## src/rtl/led_pwm_fader_pkg.sv

```systemverilog
`default_nettype none
// ------------------------------------------------------------------
// led_pwm_pkg: timing helpers and output polarity constants
// Revision: 1.0
// ------------------------------------------------------------------
package led_pwm_pkg;

   localparam logic c_filament_on_value  = 1'b1;
   localparam logic c_filament_off_value = 1'b0;

   function automatic int unsigned f_period_cycles(input int unsigned fclk,
                                                   input int unsigned period_ms);
      return fclk / 1000 * period_ms;
   endfunction

   function automatic int unsigned f_duty_max(input int unsigned period,
                                              input int unsigned max_pct);
      return period / 100 * max_pct;
   endfunction

   function automatic int unsigned f_duty_ratio(input int unsigned duty_max,
                                                input int unsigned level_bits);
      return duty_max / ((32'd1 << level_bits) - 32'd1);
   endfunction

   function automatic int unsigned f_count_width(input int unsigned n);
      return (n > 1) ? $clog2(n) : 1;
   endfunction

endpackage
`default_nettype wire

```

## src/rtl/led_pwm_fader_if.sv

```systemverilog
`default_nettype none
// ------------------------------------------------------------------
// led_pwm_fader_if: target-level load handshake
// Revision: 1.0
// ------------------------------------------------------------------
interface led_pwm_fader_if #(
   parameter int unsigned parm_channel_count = 8,
   parameter int unsigned parm_level_bits    = 8
);
   logic [parm_channel_count*parm_level_bits-1:0] target_level;
   logic                                          load_valid;
   logic                                          load_ready;

   modport master (output target_level, output load_valid, input load_ready);
   modport slave  (input target_level, input load_valid, output load_ready);
endinterface
`default_nettype wire

```

## src/rtl/led_pwm_channel.sv

```systemverilog
`default_nettype none
// ------------------------------------------------------------------
// led_pwm_channel: fading level, duty pipeline, phased compare
// Revision: 1.0
// ------------------------------------------------------------------
module led_pwm_channel
   import led_pwm_pkg::*;
#(
   parameter int unsigned parm_level_bits  = 8,
   parameter int unsigned parm_count_bits  = 19,
   parameter int unsigned parm_period      = 400000,
   parameter int unsigned parm_ratio       = 1254,
   parameter int unsigned parm_offset      = 0,
   parameter bit          parm_active_high = 1'b1
) (
   input  logic                       clk_i,
   input  logic                       srst_n_i,
   input  logic [parm_count_bits-1:0] count_i,
   input  logic                       boundary_i,
   input  logic [parm_level_bits-1:0] target_i,
   input  logic [parm_level_bits-1:0] fade_step_i,
   input  logic                       enable_i,
   output logic                       busy_next_o,
   output logic                       pwm_o
);

   localparam int unsigned c_lb = parm_level_bits;
   localparam int unsigned c_cb = parm_count_bits;
   localparam logic [c_cb:0]   c_period_w = parm_period[c_cb:0];
   localparam logic [c_cb:0]   c_offset_w = parm_offset[c_cb:0];
   localparam logic [c_cb-1:0] c_ratio_w  = parm_ratio[c_cb-1:0];
   localparam logic c_on  = parm_active_high ? c_filament_on_value  : c_filament_off_value;
   localparam logic c_off = parm_active_high ? c_filament_off_value : c_filament_on_value;

   logic [c_lb-1:0] level_q, level_d;
   logic [c_lb-1:0] stage1_q;
   logic [c_cb-1:0] stage2_q, stage2_d;
   logic [c_cb-1:0] duty_q, duty_d;
   logic [c_lb:0]   up_sum, dn_diff;
   logic [c_cb:0]   phased_sum, phased;
   logic            on_now;
   logic            pwm_q, pwm_d;

   // Fade arithmetic carries one extra bit so neither direction wraps.
   always_comb begin
      up_sum  = {1'b0, level_q} + {1'b0, fade_step_i};
      dn_diff = {1'b0, level_q} - {1'b0, fade_step_i};
      level_d = level_q;
      if (boundary_i) begin
         if (fade_step_i == '0) begin
            level_d = target_i;
         end else if (level_q < target_i) begin
            level_d = (up_sum > {1'b0, target_i}) ? target_i : up_sum[c_lb-1:0];
         end else if (level_q > target_i) begin
            level_d = (dn_diff[c_lb] || (dn_diff[c_lb-1:0] < target_i)) ? target_i
                                                                       : dn_diff[c_lb-1:0];
         end
      end
   end

   assign busy_next_o = (level_d != target_i);

   always_comb begin
      stage2_d   = c_ratio_w * c_cb'(stage1_q);
      duty_d     = boundary_i ? stage2_q : duty_q;
      phased_sum = {1'b0, count_i} + c_offset_w;
      phased     = (phased_sum >= c_period_w) ? (phased_sum - c_period_w) : phased_sum;
      on_now     = enable_i && (phased < {1'b0, duty_q});
      pwm_d      = on_now ? c_on : c_off;
   end

   always_ff @(posedge clk_i) begin
      if (!srst_n_i) begin
         level_q  <= '0;
         stage1_q <= '0;
         stage2_q <= '0;
         duty_q   <= '0;
         pwm_q    <= c_off;
      end else begin
         level_q  <= level_d;
         stage1_q <= level_q;
         stage2_q <= stage2_d;
         duty_q   <= duty_d;
         pwm_q    <= pwm_d;
      end
   end

   assign pwm_o = pwm_q;

endmodule
`default_nettype wire

```

## src/rtl/led_pwm_fader.sv

```systemverilog
`default_nettype none
// ------------------------------------------------------------------
// led_pwm_fader: N-channel PWM driver with buffered load and fading
// Revision: 1.0
// ------------------------------------------------------------------
module led_pwm_fader
   import led_pwm_pkg::*;
#(
   parameter int unsigned parm_channel_count           = 8,
   parameter int unsigned parm_level_bits              = 8,
   parameter int unsigned parm_FCLK                    = 40_000_000,
   parameter int unsigned parm_pwm_period_milliseconds = 10,
   parameter int unsigned parm_max_duty_percent        = 80,
   parameter int unsigned parm_phase_stagger           = 1,
   parameter int unsigned parm_active_high             = 1
) (
   input  logic                          i_clk,
   input  logic                          i_srst_n,
   led_pwm_fader_if.slave                load_if,
   input  logic [parm_level_bits-1:0]    i_fade_step,
   input  logic                          i_enable,
   output logic                          o_period_strobe,
   output logic                          o_fade_busy,
   output logic [parm_channel_count-1:0] eo_pwm
);

   localparam int unsigned c_chans  = parm_channel_count;
   localparam int unsigned c_lb     = parm_level_bits;
   localparam int unsigned c_period = f_period_cycles(parm_FCLK, parm_pwm_period_milliseconds);
   localparam int unsigned c_ratio  =
      f_duty_ratio(f_duty_max(c_period, parm_max_duty_percent), parm_level_bits);
   localparam int unsigned c_cnt_w  = f_count_width(c_period);
   localparam logic [c_cnt_w-1:0] c_last = c_cnt_w'(c_period - 1);

   logic [c_cnt_w-1:0]      count_q, count_d;
   logic                    strobe_q, strobe_d;
   logic                    at_boundary;
   logic                    accept;
   logic                    pending_flag_q, pending_flag_d;
   logic [c_chans*c_lb-1:0] pending_q, pending_d;
   logic [c_chans*c_lb-1:0] target_q, target_d;
   logic                    ready_q, ready_d;
   logic                    busy_q, busy_d;
   logic [c_chans-1:0]      chan_busy;

   assign at_boundary = (count_q == c_last);
   assign accept      = load_if.load_valid && ready_q;

   always_comb begin
      count_d  = at_boundary ? '0 : count_q + c_cnt_w'(1);
      strobe_d = (count_d == c_last);
   end

   // A load taken on the boundary cycle only sets pending, so it waits a full period.
   always_comb begin
      pending_d      = pending_q;
      pending_flag_d = pending_flag_q;
      target_d       = target_q;
      if (at_boundary && pending_flag_q) begin
         target_d       = pending_q;
         pending_flag_d = 1'b0;
      end
      if (accept) begin
         pending_d      = load_if.target_level;
         pending_flag_d = 1'b1;
      end
      ready_d = !pending_flag_d;
   end

   assign busy_d = at_boundary ? (|chan_busy) : busy_q;

   always_ff @(posedge i_clk) begin
      if (!i_srst_n) begin
         count_q        <= '0;
         strobe_q       <= 1'b0;
         pending_flag_q <= 1'b0;
         pending_q      <= '0;
         target_q       <= '0;
         ready_q        <= 1'b0;
         busy_q         <= 1'b0;
      end else begin
         count_q        <= count_d;
         strobe_q       <= strobe_d;
         pending_flag_q <= pending_flag_d;
         pending_q      <= pending_d;
         target_q       <= target_d;
         ready_q        <= ready_d;
         busy_q         <= busy_d;
      end
   end

   assign load_if.load_ready = ready_q;
   assign o_period_strobe    = strobe_q;
   assign o_fade_busy        = busy_q;

   for (genvar k = 0; k < c_chans; k++) begin : g_channel
      localparam int unsigned c_offset =
         (parm_phase_stagger != 0) ? (int'(k) * (c_period / c_chans)) : 0;

      led_pwm_channel #(
         .parm_level_bits  (c_lb),
         .parm_count_bits  (c_cnt_w),
         .parm_period      (c_period),
         .parm_ratio       (c_ratio),
         .parm_offset      (c_offset),
         .parm_active_high (parm_active_high != 0)
      ) u_channel (
         .clk_i       (i_clk),
         .srst_n_i    (i_srst_n),
         .count_i     (count_q),
         .boundary_i  (at_boundary),
         .target_i    (target_d[k*c_lb +: c_lb]),
         .fade_step_i (i_fade_step),
         .enable_i    (i_enable),
         .busy_next_o (chan_busy[k]),
         .pwm_o       (eo_pwm[k])
      );
   end

endmodule
`default_nettype wire

```

## src/flat_wrapper.sv

```systemverilog
// flat-port wrapper written by rule: the top's interface ports become plain ports
module led_pwm_fader_flat import led_pwm_pkg::*;
#(
   parameter int unsigned parm_channel_count           = 8,
   parameter int unsigned parm_level_bits              = 8,
   parameter int unsigned parm_FCLK                    = 40_000_000,
   parameter int unsigned parm_pwm_period_milliseconds = 10,
   parameter int unsigned parm_max_duty_percent        = 80,
   parameter int unsigned parm_phase_stagger           = 1,
   parameter int unsigned parm_active_high             = 1
)
  (i_clk, i_srst_n, i_fade_step, i_enable, o_period_strobe, o_fade_busy, eo_pwm, load_if_target_level, load_if_load_valid, load_if_load_ready);
  led_pwm_fader_if #(.parm_channel_count(parm_channel_count), .parm_level_bits(parm_level_bits)) load_if_i ();
  input  logic i_clk;
  input  logic i_srst_n;
  input  logic [parm_level_bits-1:0] i_fade_step;
  input  logic i_enable;
  output logic o_period_strobe;
  output logic o_fade_busy;
  output logic [parm_channel_count-1:0] eo_pwm;
  input wire logic [$bits(load_if_i.target_level)-1:0] load_if_target_level;
  input wire logic [$bits(load_if_i.load_valid)-1:0] load_if_load_valid;
  output wire logic [$bits(load_if_i.load_ready)-1:0] load_if_load_ready;
  assign load_if_i.target_level = load_if_target_level;
  assign load_if_i.load_valid = load_if_load_valid;
  assign load_if_load_ready = load_if_i.load_ready;
  led_pwm_fader #(.parm_channel_count(parm_channel_count), .parm_level_bits(parm_level_bits), .parm_FCLK(parm_FCLK), .parm_pwm_period_milliseconds(parm_pwm_period_milliseconds), .parm_max_duty_percent(parm_max_duty_percent), .parm_phase_stagger(parm_phase_stagger), .parm_active_high(parm_active_high)) u_core (.i_clk(i_clk), .i_srst_n(i_srst_n), .load_if(load_if_i), .i_fade_step(i_fade_step), .i_enable(i_enable), .o_period_strobe(o_period_strobe), .o_fade_busy(o_fade_busy), .eo_pwm(eo_pwm));
endmodule
```

## config.mk

```make
export PLATFORM = sky130hd
export DESIGN_NAME = led_pwm_fader_flat
export DESIGN_NICKNAME = d
export VERILOG_FILES = /design/src/rtl/led_pwm_fader_pkg.sv /design/src/rtl/led_pwm_fader_if.sv /design/src/rtl/led_pwm_channel.sv /design/src/rtl/led_pwm_fader.sv /design/src/flat_wrapper.sv
export SDC_FILE = /design/constraint.sdc
export NUM_CORES = 2
export LEC_CHECK = 0
export CAP_MARGIN = 20
export CORE_MARGIN = 8
export CORE_UTILIZATION = 45
export CTS_CLUSTER_SIZE = 20
export DETAILED_ROUTE_END_ITERATION = 8
export GPL_TIMING_DRIVEN = 0
export PLACE_DENSITY_LB_ADDON = 0.15
export RECOVER_POWER = 25
export SLEW_MARGIN = 40
export SYNTH_ARGS = -nofsm -noshare
export SYNTH_HDL_FRONTEND = slang
export SYNTH_HIERARCHICAL = 1
export SYNTH_SLANG_ARGS = --single-unit
```

## constraint.sdc

```tcl
create_clock -name i_clk -period 5.7 [get_ports i_clk]
set_input_delay 0.855 -clock i_clk [delete_from_list [all_inputs] [get_ports i_clk]]
set_output_delay 0.855 -clock i_clk [all_outputs]
set_load 0.05 [all_outputs]
```

# After elaboration in Yosys (flattened, before gate mapping)
# Cells that the tools add are included.
[totals]
input_bits = 76
wordCells = 242
regBits = 591
[op_classes]
add_sub_neg = 32
reduce_logical = 21
mux = 68
eq_ne = 10
mul = 8
order_cmp = 48
[op_table]
columns = ["op", "n"]
rows = [
  ["$mux W8", 48],
  ["$lt A20 B19 Y1", 8],
  ["$mux W20", 8],
  ["$mul A10 B8 Y18 const A", 8],
  ["$ge A20 B19 Y1 const B", 7],
  ["$sub A20 B19 Y20 const B", 7],
  ["$lt A8 B8 Y1", 16],
  ["$add A8 B8 Y9", 8],
  ["$gt A9 B8 Y1", 8],
  ["$sub A8 B8 Y9", 8],
  ["$gt A8 B8 Y1", 8],
  ["$mux W64", 1],
  ["$ne A8 B8 Y1", 8],
  ["$add A19 B18 Y20 const B", 3],
  ["$add A19 B19 Y20 const B", 2],
  ["$eq A19 B19 Y1 const B", 2],
  ["$add A19 B16 Y20 const B", 1],
  ["$add A19 B17 Y20 const B", 1],
  ["$sub A19 B19 Y20 const B", 1],
  ["$add A19 B1 Y19 const B", 1],
  ["$ge A19 B19 Y1 const B", 1],
  ["$mux W19", 1],
  ["$logic_and A1 B1 Y1", 10],
  ["$mux W1", 10],
  ["other kinds (4)", 11],
]

# Depth between registers and ports, before layout
[logic_depth]
depth_word = 12
ltp_mapped = 24
depth_no_buf = 22

# Cells and area by module
# Netlist, hierarchy kept.
[modules_own_cells]
columns = ["module", "cells_per_inst", "seq_area_each_um2", "area_per_inst_um2", "n_inst"]
rows = [
  ["led_pwm_fader", 742, 3022.9, 6500.0, 1],
  ["led_pwm_channel at u_core.g_channel[5].u_channel", 746, 1061.0, 6263.5, 1],
  ["led_pwm_channel at u_core.g_channel[1].u_channel", 754, 1061.0, 6243.5, 1],
  ["led_pwm_channel at u_core.g_channel[6].u_channel", 751, 1061.0, 6140.9, 1],
  ["led_pwm_channel at u_core.g_channel[3].u_channel", 728, 1061.0, 5990.7, 1],
  ["led_pwm_channel at u_core.g_channel[4].u_channel", 704, 1061.0, 5931.9, 1],
  ["led_pwm_channel at u_core.g_channel[7].u_channel", 734, 1061.0, 5911.9, 1],
  ["led_pwm_channel at u_core.g_channel[2].u_channel", 702, 1061.0, 5853.1, 1],
  ["led_pwm_channel at u_core.g_channel[0].u_channel", 660, 1061.0, 5679.2, 1],
]

# Least setup slack after synthesis
# No wires, ideal clock.
[synth_path]
path_kind = "reg-to-reg"
start = "register u_core.count_q[17]"
end = "register u_core.busy_q (netlist: u_core/o_fade_busy)"
required_time_ns = 5.584
path_buffers = 3
arrival_time_ns = 5.418
period_less_slack_ns = 5.534
setup_time_ns = 0.116
path_stages_with_launch = 23
path_slack_ns = 0.166
cell_sequence = "dfxtp_1 -> or2b_1 -> nor4b_4 -> and4_4 -> buf_12 -> buf_12 -> nand2_2 -> nand2_1 -> inv_1 -> ha_1 -> nand3_1 -> o221a_2 -> o21ai_2 -> or4_1 -> clkbuf_2 -> o32ai_1 -> a21o_1 -> a2111o_1 -> or4_1 -> a311o_1 -> nor4_1 -> nand3b_1 -> o211a_1"
[synth_via]
elab_chain_cells = 12
word_cells_on_any_way = 100
cone_classes = "order compare (32); eq/ne (9); mux (49); reduce/logical (10)"
[synth_lines]
columns = ["element", "line", "text"]
rows = [
  ["start, declared", "led_pwm_fader.sv:35", "logic [c_cnt_w-1:0] count_q, count_d;"],
  ["start signal, assigned", "led_pwm_fader.sv:82", "count_q <= count_d;"],
  ["$eq A19 B19 Y1 *", "led_pwm_fader.sv:46", "assign at_boundary = (count_q == c_last);"],
  ["$logic_and A1 B1 Y1 *", "led_pwm_fader.sv:59", "if (at_boundary && pending_flag_q) begin"],
  ["$mux W64 *", "led_pwm_fader.sv:59", ""],
  ["via u_core.target_d[10]", "led_pwm_fader.sv:41", "logic [c_chans*c_lb-1:0] target_q, target_d;"],
  ["$lt A8 B8 Y1", "led_pwm_channel.sv:55", "level_d = (dn_diff[c_lb] || (dn_diff[c_lb-1:0] < target_i)) ? target_i"],
  ["$logic_or A1 B1 Y1", "led_pwm_channel.sv:55", ""],
  ["$mux W8", "led_pwm_channel.sv:55", ""],
  ["$mux W8", "led_pwm_channel.sv:54", "end else if (level_q > target_i) begin"],
  ["$mux W8", "led_pwm_channel.sv:52", "end else if (level_q < target_i) begin"],
  ["$mux W8", "led_pwm_channel.sv:50", "if (fade_step_i == '0) begin"],
  ["$mux W8", "led_pwm_channel.sv:49", "if (boundary_i) begin"],
  ["$ne A8 B8 Y1 *", "led_pwm_channel.sv:61", "assign busy_next_o = (level_d != target_i);"],
  ["via u_core.chan_busy[1]", "led_pwm_fader.sv:44", "logic [c_chans-1:0] chan_busy;"],
  ["$reduce_or A8 Y1 *", "led_pwm_fader.sv:70", "assign busy_d = at_boundary ? (|chan_busy) : busy_q;"],
  ["end signal, assigned", "led_pwm_fader.sv:88", "busy_q <= busy_d;"],
  ["end, declared", "led_pwm_fader.sv:43", "logic busy_q, busy_d;"],
]
# Mark *: on every way through the listed nets, which the timed path passes. The rest lies on a longest branch.
# A chain may end at the register's enable or synchronous reset.

# Final worst setup path
[layout_path]
start = "register u_core.count_q[4]"
end = "register u_core.busy_q (netlist: u_core/o_fade_busy)"
# The elaborated chain is that of the path after synthesis.

==> run metrics <==
Cell variety after synth=~140; Residual DRC=0; dpl hpwl=between 100 and 150 mm; initial antenna violation count=10; Leak Pwr=26.83 nW; Syn Inst Count=between 6000 and 7000; arrival time of the worst setup path=around 6.3 ns; design area=62050 um^2; WL final=168.0 mm; Warnings, synthesis=6; CTS Hold Bufs=0; Rows=between 100 and 150; first-pass GRT wire length=approximately 260 mm; VDD IR max=188.5 uV; Synth Register Bits=about 580; Max Clock Freq=between 0.15 and 0.2 GHz; gr usage total=24.02%; Clock Tree Buf Depth=3; Synth Area per Inst=8.360 um^2; CORE AREA=~120000 um^2; antenna viol nets, final=0; Core Util, Final=approximately half; Die Wd=364.1 um; Slew Viols, Final=28; clk slew on worst S/H paths=0.06 ns; post-route minimum period=slightly below 6 ns; Worst-Skew Late Latency=0.65 ns; synthesized cell area=54510 um^2; worst setup margin=-0.09591 ns; CTS tree=yes; GR Overflow Total=0; Cell Pwr Density=roughly 150 nW/um^2; max-cap violations=1; Yosys top cell by area=dfxtp_1; share of the yosys chip area belonging to registers=21.12%; final hold vios=0; type of the worst min-delay path=flop to flop; RSZ-0062 raised after global routing=true; CP startpoint kind=flop; most common cell after layout, fill and taps aside=ha_1; Hold WS=0.4570 ns; Crit Path Category=flop to flop; failing checks=max-capacitance violations, max-slew violations, negative setup slack; Initial Util=~45%; port bufs=86; top_reg_cell synth=dfxtp_1; CTS Sinks=575; fin cells=between 8000 and 9000; commonest non-fill, non-tap cells in the layout=ha_1 (803), inv_1 (649), dfxtp_1 (557); Ports=87; routability-driven placement congestion ratio=roughly 0.95; Worst Tran Pin Value=approximately 2.8 ns; vias=between 40000 and 50000; die height=about 360 um; final period utilization=101.7%; total CTS buffers=between 70 and 80; layout cells sized above 1=between 10% and 20%; Synth top area share=about a fifth; status=finished with violations; DRT iter0 DRCs=between 3000 and 4000; CTS Root Cell=clkbuf_16; Avg WL per Cell=a little under 20 um; largest net degree at the start of global routing=33; placement-stage cell area=roughly 58000 um^2; clk_skew=between 0.04 and 0.05 ns; post-synth net total=between 7000 and 8000; placed instance count=about 8200; Crit path required time=around 6.2 ns; Initial DRT Pass Iterations=6; Post-synth EDFFs=0; FFs w/ async S/R, synth=0%; vias per inst=between 5 and 6; Area Growth Syn to Fin=13.83%; H-Tree Depth=3; endpoint class of the critical path=flop; CP Max Fanout=15; Synth area leaders=dfxtp_1 (21%), ha_1 (19%), fa_1 (5.6%); Final #Nets=7819; vias in the first global route=between 40000 and 50000; worst relative slew slack=-85.44%; Setup-failing EPs final=1; Total Die Area=roughly 130000 um^2
==> state kept, by name (all words and copies together), names as in the netlist <==
register / count
u_core/g_channel.u_channel/duty_q: 144
u_core/g_channel.u_channel/stage2_q: 144
u_core/g_channel.u_channel/level_q: 64
u_core/g_channel.u_channel/stage1_q: 64
u_core/pending_q: 64
u_core/target_q: 64
u_core/count_q: 19
u_core/g_channel.u_channel/pwm_o: 8
u_core/load_if.load_ready: 1
u_core/o_fade_busy: 1
u_core/o_period_strobe: 1
u_core/pending_flag_q: 1
==> what timing repair did <==
| action | CTS | global route |
|---|---|---|
| buffers inserted | 37 | 45 |
| resized for setup | 156 | 105 |
| endpoints found under the setup margin | 54 | 2 |
| pin swaps | 26 | 45 |
| hold endpoints to repair | 0 | 0 |
| gates cloned | 1 | 5 |
==> critical path, stage by stage, from the launching register on <==
cell	delay (ns)
dfxtp_4	0.58
nand4_1	0.26
nor2_4	0.28
and4_4	0.28
buf_12	0.19
buf_12	0.13
nand2_4	0.07
nand2_4	0.11
clkinvlp_4	0.17
ha_4	0.21
nor3_4	0.20
o21ai_1	0.11
a41oi_2	0.28
buf_4	0.19
nor3_4	0.04
buf_6	0.14
o311ai_0	0.11
a21oi_1	0.14
a2111o_1	0.37
or4_1	0.53
a311o_1	0.43
nor4_4	0.52
nand3b_1	0.14
o211a_1	0.15
==> power breakdown <==
group / switching (W) / internal [W] / leakage, nW / total, W
clock: 0.00185 / 0.00281 / 1.18 / 0.00466
combinational: 0.000509 / 0.000322 / 21.0 / 0.000831
sequential: 0.0000215 / 0.00404 / 4.65 / 0.00406
==> final timing paths <==
path / startpoint / end / slack, ns / depth (start not counted)
setup / recovery: u_core/count_q[4] / u_core/o_fade_busy / -0.1 / 23
hold / removal: u_core/g_channel[2].u_channel/stage2_q[3] / u_core/g_channel[2].u_channel/duty_q[3] / 0.46 / 2
setup reg to reg: u_core/count_q[4] / u_core/o_fade_busy / -0.1 / 23
hold reg to reg: u_core/g_channel[2].u_channel/stage2_q[3] / u_core/g_channel[2].u_channel/duty_q[3] / 0.46 / 2
==> area by class of cell <==
class | instances | area, um^2
antenna | 3 | 7.507
buffer | 219 | 1176
clock buffer | 102 | 2077
clock inverter | 26 | 319.1
fill | 11630 | 58080
inverter | 679 | 2565
multi-input combinational | 5042 | 40170
sequential | 575 | 11580
tap | 1612 | 2017
timing repair buffer | 192 | 2143
==> Yosys cell counts (all sizes together), types with 28 or more instances <==
cell,n
a211o,33
a211oi,67
a21boi,151
a21o,87
a21oi,312
a221oi,29
a31oi,72
and2,174
and3,32
buf,86
clkbuf,139
dfxtp,575
fa,152
ha,811
inv,677
mux2i,192
nand2,603
nand2b,84
nand3,110
nand4,59
nor2,448
nor2b,132
nor3,139
nor4,38
o211ai,48
o21a,60
o21ai,287
o21bai,28
o22ai,29
o31ai,37
or2,39
or3,44
xnor2,243
xor2,118
==> cells by family (layout without fill, tap and decap cells) <==
logic type	after synthesis	count (layout)	share of synthesized area, %
other cells	0	3	0
simple gates	2013	2013	18.67
mux	211	211	3.955
buf+inv	904	1218	6.755
flops	575	575	21.12
compound gates	1494	1494	19.51
xor+xnor	361	361	5.800
fa+ha+maj	963	963	24.20
==> metrics by stage <==
stage,power (W),worst slack [ns],TNS [ns]
6_report,0.009551,-0.09591,-0.09591
5_1_grt,0.009890,-0.2151,-0.2151
4_1_cts,0.009628,0.001636,0
3_5_place_dp,0.004924,-1.958,-12.96
3_3_place_gp,0.004911,-3.827,-118.71
2_1_floorplan,0.004600,0.1656,0
==> routing by layer <==
| layer | GRT usage (%) | wire, um | vias up |
|---|---|---|---|
| li1 | - | - | 23420 |
| met4 | 8.244 | 6782 | 2 |
| met3 | 3.362 | 9729 | 355 |
| met2 | 39.92 | 75340 | 1410 |
| met5 | 0 | 13 | - |
| met1 | 31.91 | 76100 | 22660 |
No activity file was read; power rests on OpenSTA's default activity.
